[src/rtl/phase_unwrap_freq.sv]
// Phase unwrapper / instantaneous-frequency stage fed by the CalAngle angle stream.
// Latency: 1 cycle from val_i to val_o (and avg_val_o); one sample accepted per cycle.
// Backpressure: none; the block always accepts and val_i gaps simply hold the outputs.
//
// Ports:
//   clk, rst_i            single clock, synchronous active-high reset
//   val_i, angle_i        wrapped binary angle (0x8000 = -pi) and its valid strobe
//   clr_i                 restart unwrap and averaging frame (sample with it is a first sample)
//   phase_o               unwrapped accumulated phase, wraps mod 2^ACC_W
//   freq_o                signed wrapped difference current - previous angle
//   val_o                 1-cycle pulse per accepted sample
//   avg_o, avg_val_o      floor mean of the last 2^LOG2_AVG differences and its update pulse

module phase_unwrap_freq #(
    parameter int ANGLE_W  = 16,
    parameter int ACC_W    = 32,
    parameter int LOG2_AVG = 4
) (
    input  logic               clk,
    input  logic               rst_i,
    input  logic               val_i,
    input  logic [ANGLE_W-1:0] angle_i,
    input  logic               clr_i,
    output logic [ACC_W-1:0]   phase_o,
    output logic [ANGLE_W-1:0] freq_o,
    output logic               val_o,
    output logic [ANGLE_W-1:0] avg_o,
    output logic               avg_val_o
);

    // The running sum needs LOG2_AVG guard bits so 2^LOG2_AVG full-scale
    // differences cannot overflow before the shift.
    localparam int SUM_W = ANGLE_W + LOG2_AVG;

    typedef enum logic {
        IDLE = 1'b0,   // no previous angle held
        RUN  = 1'b1    // previous angle held, next sample produces a difference
    } state_t;

    state_t state;
    state_t state_nxt;

    logic [ANGLE_W-1:0]  prev;
    logic [SUM_W-1:0]    sum;
    logic [LOG2_AVG-1:0] cnt;

    logic                take_first;
    logic                take_diff;
    logic                frame_done;
    logic [ANGLE_W-1:0]  diff;
    logic [ACC_W-1:0]    diff_acc;
    logic [SUM_W-1:0]    diff_sum;
    logic [SUM_W-1:0]    sum_tot;
    logic [ANGLE_W-1:0]  avg_nxt;
    logic [ACC_W-1:0]    first_phase;

    // ------------------------------------------------------------------
    // Sample classification
    // ------------------------------------------------------------------
    // clr_i forces the concurrent sample to be treated as a first sample,
    // regardless of whether a previous angle is held.
    always_comb begin
        take_first = val_i && (clr_i || (state == IDLE));
        take_diff  = val_i && !clr_i && (state == RUN);
    end

    // ------------------------------------------------------------------
    // Difference and averaging arithmetic
    // ------------------------------------------------------------------
    // The modular subtraction is exactly the wrapped phase step; the
    // half-turn (0x8000) naturally reads back as the most negative value.
    always_comb begin
        diff        = angle_i - prev;
        diff_acc    = ACC_W'($signed(diff));
        diff_sum    = SUM_W'($signed(diff));
        sum_tot     = sum + diff_sum;
        // Arithmetic shift gives a floor mean, not round-to-zero.
        avg_nxt     = ANGLE_W'($signed(sum_tot) >>> LOG2_AVG);
        first_phase = ACC_W'($signed(angle_i));
        frame_done  = (cnt == {LOG2_AVG{1'b1}});
    end

    // ------------------------------------------------------------------
    // FSM
    // ------------------------------------------------------------------
    always_ff @(posedge clk) begin
        if (rst_i) begin
            state <= IDLE;
        end else begin
            state <= state_nxt;
        end
    end

    always_comb begin
        state_nxt = state;
        if (clr_i && !val_i) begin
            state_nxt = IDLE;
        end else if (val_i) begin
            state_nxt = RUN;
        end
    end

    // ------------------------------------------------------------------
    // Datapath registers
    // ------------------------------------------------------------------
    always_ff @(posedge clk) begin
        if (rst_i) begin
            prev      <= '0;
            sum       <= '0;
            cnt       <= '0;
            phase_o   <= '0;
            freq_o    <= '0;
            val_o     <= 1'b0;
            avg_o     <= '0;
            avg_val_o <= 1'b0;
        end else begin
            val_o     <= take_first || take_diff;
            avg_val_o <= 1'b0;

            // A restart only drops the frame; avg_o keeps the last result.
            if (clr_i) begin
                sum <= '0;
                cnt <= '0;
            end

            if (take_first) begin
                phase_o <= first_phase;
                freq_o  <= '0;
                prev    <= angle_i;
            end

            if (take_diff) begin
                phase_o <= phase_o + diff_acc;
                freq_o  <= diff;
                prev    <= angle_i;
                if (frame_done) begin
                    avg_o     <= avg_nxt;
                    avg_val_o <= 1'b1;
                    sum       <= '0;
                    cnt       <= '0;
                end else begin
                    sum <= sum_tot;
                    cnt <= cnt + 1'b1;
                end
            end
        end
    end

endmodule
[config.mk]
export PLATFORM = sky130hd
export DESIGN_NAME = phase_unwrap_freq
export DESIGN_NICKNAME = d
export VERILOG_FILES = /design/src/rtl/phase_unwrap_freq.sv
export SDC_FILE = /design/constraint.sdc
export NUM_CORES = 1
export LEC_CHECK = 0
export BUFFER_PORTS_ARGS = -buffer_cell sky130_fd_sc_hd__buf_2
export CAP_MARGIN = 20
export CORE_MARGIN = 3
export CORE_UTILIZATION = 31
export DETAILED_ROUTE_END_ITERATION = 7
export RECOVER_POWER = 100
export SETUP_SLACK_MARGIN = 0.1
export SYNTH_ARGS = -nofsm -noshare
export SYNTH_HDL_FRONTEND = slang
export SYNTH_SLANG_ARGS = --single-unit
export TNS_END_PERCENT = 10
[constraint.sdc]
create_clock -name clk -period 5.8 [get_ports clk]
set_clock_uncertainty 0.05 [all_clocks]
set_input_delay 0.58 -clock clk [delete_from_list [all_inputs] [get_ports clk]]
set_output_delay 0.58 -clock clk [all_outputs]
set_load 0.05 [all_outputs]
==> results.md <==
Run status:
- The flow ran to the end, but the final reports show violations.
- The checks that failed: capacitance limit, slew limit.

GRT:
- The first global-routing pass estimated 31800 µm of wire.
- The pin count of the biggest net entering global routing is 67.
- Global routing finished with a remaining overflow of 0.
- The number of antenna violations at the first check in global routing is 0.
- The total routing usage reported by global routing is 15.8%.
- The via count of the first global-routing pass came to 6196.

Critical path:
- STA classifies the critical path endpoint as a flip-flop.
- The arrival time of data at the critical path endpoint is 5260 ps.
- Traced cell by cell, the critical path runs through inv_1, ha_1, nor2b_1, o211a_1, o31ai_1, a211oi_1, or3_1, o211ai_2, clkbuf_2, ha_1, a21oi_1, nor2_1, a2111oi_0, o211ai_1, a21oi_1, xor2_1, mux2_2, a31oi_1.
- Among all stages on the critical path, the largest delay is contributed by sky130_fd_sc_hd__clkbuf_2.
- The worst path required time is 6000 ps.
- The stage delay of the slowest cell on the critical path is ~450 ps.
- The worst setup path is of the reg2reg kind.
- The type of origin of the critical path is a flip-flop.
- The maximum fanout along the worst path is 16.

Synth:
- The post-synthesis cell type with the largest combined area is sky130_fd_sc_hd__dfxtp_1.
- In the synthesized netlist the dominant register cell turns out to be sky130_fd_sc_hd__dfxtp_1.
- Of the synthesized area, sequential elements account for 30.0%.
- The flip-flop and latch count after synthesis is ~110.
- The fraction of registers with async set or reset after synthesis is 0%.
- The synthesized net count is approximately 1000.
- The summed instance area of the synthesized netlist is 7140 µm².
- The proportion of netlist area held by the largest area contributor is between 20% and 30%.
- The number of instances in the synthesized netlist is roughly 900.
- The Yosys warning count is 0.
- After synthesis, the netlist uses 62 different library cells.
- In this run, synthesis inferred 0 flip-flops with an integrated enable.
- Dividing the synthesized area by the synthesized cell count gives 7.90 µm².
- Yosys attributes the largest share of cell area to sky130_fd_sc_hd__dfxtp_1 30%, sky130_fd_sc_hd__ha_1 12%, sky130_fd_sc_hd__nor2_1 6.6%.

Floorplan:
- The core region is 22200 µm².
- The die footprint is ~25000 µm².
- Once the floorplan was initialized, standard cells occupied 32.1% of the core.
- Measured along the x axis, the die boundary spans 158 µm.
- After floorplanning, the core was divided into 54 placement rows.
- The count of boundary I/O pins is 86.
- The die is about 160 µm tall.

Layout:
- The final non-filler cell area is 8020 µm².
- The library cell used most frequently in the layout, excluding fill and tap cells, is sky130_fd_sc_hd__nor2_1.
- The number of nets at the end of the flow is 1062.
- The proportion of layout cells with a drive suffix above 1 is 4.52%.
- The area growth from synthesis to layout is 12.2%.
- The final-layout fill cell count is between 2000 and 2500.
- 0 antenna diodes ended up in the layout.
- In the layout the commonest cells are 125 x sky130_fd_sc_hd__nor2_1, 107 x sky130_fd_sc_hd__dfxtp_1, 105 x sky130_fd_sc_hd__nand2_1.
- The count of placed standard cells in the final layout, fillers left out is roughly 1300.

Timing:
- Hold is met by 405 ps.
- The number of failing hold endpoints at the final stage is 0.
- The number of max-slew violations in the final report was 135.
- Derived from the worst setup path, the maximum achievable clock frequency is 0.198 GHz.
- The transition at the pin with the smallest max-transition slack is 2570 ps.
- Setup repair after global routing left no endpoint under its margin.
- The final cycle utilization of the critical path is 87.2%.
- The worst relative slew slack is -71.5%.
- Across all setup checks in the final design, the least slack found is 744 ps.
- The number of endpoints failing setup at the final stage is 0.
- Setup total negative slack on the finished layout was measured at 0 ps.
- The minimum clock period is ~5100 ps.

Clock tree:
- In this run the deepest clock path goes through 2 buffers.
- The buffer type at the clock tree root is sky130_fd_sc_hd__clkbuf_16.
- The CTS buffer count is 9.
- The TritonCTS clock tree is done.
- After clock tree synthesis, the clock-pin slew on the worst setup and hold paths is 80 ps.
- The number of setup buffers added after CTS is 0.
- In this run, post-CTS hold repair placed 0 buffers.
- The CTS H-tree depth is 3.
- The number of clock sinks seen by CTS is between 100 and 150.
- The clock insertion delay at the later pin of the skew report is between 300 and 400 ps.
- The number of gates resized after cts is 0.

Pwr:
- In this run the power density over the cells is between 200 and 300 nW/µm².
- In this run the static leakage power is 3.32 nW.
- VDD sags by at most 0.129 mV.

Placed design:
- The HPWL after detailed placement is 14700 µm.
- Routability-driven placement finished with a final weighted congestion of 0.896.
- The quantity of I/O buffers inserted on ports is 85.
- The placed standard-cell area is 7820 µm².
- The number of placed instances, taps included, is 1236.
- The pre-CTS worst setup slack is 586 ps.

Detailed routing:
- Once detail routing completed, the nets flagged for antenna violations numbered 0.
- The via-per-instance ratio is roughly 5.3.
- The final routed wire length divided by cell count is 15.9 µm.
- Summed over all layers, the routed wires come to 19900 µm.
- After detailed routing, the number of remaining DRC violations is 0.
- The pre-antenna-repair detailed-routing pass consisted of 5 iterations.
- In this run, the number of DRC markers left after iteration 0 of detailed routing was 387.
- The number of vias in the routed layout is 6621.

Job:
- The number of max-cap violations is 3.

Hold path:
- The worst hold path belongs to the class reg2reg.
worst max-delay path: cells and delay by family, from the launching register on:
family	cells	cell delay, ps
AOI/OAI and AO/OA	9	2230
and+or+nand+nor	3	630
muxes	1	350
xor gates and xnor gates	1	180
adders and majority gates	2	640
DFF	1	340
buffers and inverters	2	520
through the flow:
step	power, mW	utilization, %
after global placement	1.72	35.2
final	2.32	36.1
after CTS	2.34	36.5
after global routing	2.46	36.1
after floorplan	1.52	-
after detailed placement	1.72	35.2
state kept, by name (all words and copies together), names as in the netlist:
register and cells:
avg_o 16, avg_val_o 1, cnt 4, freq_o 16, phase_o 32, prev 16, state 1, sum 20
val_o 1
cell usage after synthesis, drive strengths merged, types with 9 or more instances:
library cell and count:
a21o 29, a21oi 84, a22oi 29, a311oi 12, a31oi 10, clkbuf 36
dfxtp 107, ha 71, inv 34, mux2i 18, nand2 105, nand3 16
nor2 125, nor3 17, o211ai 9, o21ai 37, xnor2 33, xor2 17
cells by family after synthesis:
family                   synth area share [%]
AO/OA/AOI/OAI                            24.7
XOR/XNOR                                 6.13
adder cells (fa/ha/maj)                  13.3
buffers and inverters                    3.99
flip-flops                               30.0
multiplexers                             2.68
AND/OR/NAND/NOR                          19.2
per-layer routing:
layer | up-vias | share of wire [%] | GRT usage [%] | wire length (µm)
met5 | - | 0 | 0 | 0
met4 | 0 | 1.5 | 4.17 | 305
met3 | 23 | 4.3 | 2.90 | 853
met2 | 148 | 44 | 25.0 | 8770
met1 | 3060 | 50 | 22.1 | 10000
li1 | 3390 | - | - | -
final timing paths:
path / from / endpoint / slack (ps) / cells after the start
worst min register to register: avg_o[6]$_SDFFE_PP0P_ / avg_o[6]$_SDFFE_PP0P_ / 400 / 2
worst max-delay path: prev[1]$_SDFFE_PP0P_ / phase_o[31]$_SDFFE_PP0P_ / 740 / 18
worst min-delay path: avg_o[6]$_SDFFE_PP0P_ / avg_o[6]$_SDFFE_PP0P_ / 400 / 2
worst max register to register: prev[1]$_SDFFE_PP0P_ / phase_o[31]$_SDFFE_PP0P_ / 740 / 18
power breakdown:
part           switching [mW]  leakage [nW]  internal, mW
registers              0.0277         0.875         0.767
clock network           0.313         0.133         0.301
logic                   0.583          2.31         0.326
total                   0.924          3.32          1.39
layout make-up:
type	instances	area (µm²)	share of cell area (%)
Sequential cell	107	2140	26.7
Timing Repair Buffer	93	398	4.96
Clock inverter	6	55.1	0.687
Clock buffer	10	229	2.86
Tap cell	280	350	4.37
Multi-Input combinational cell	723	4720	58.8
Inverter	34	128	1.59
Power figures use the tool's default switching activity.
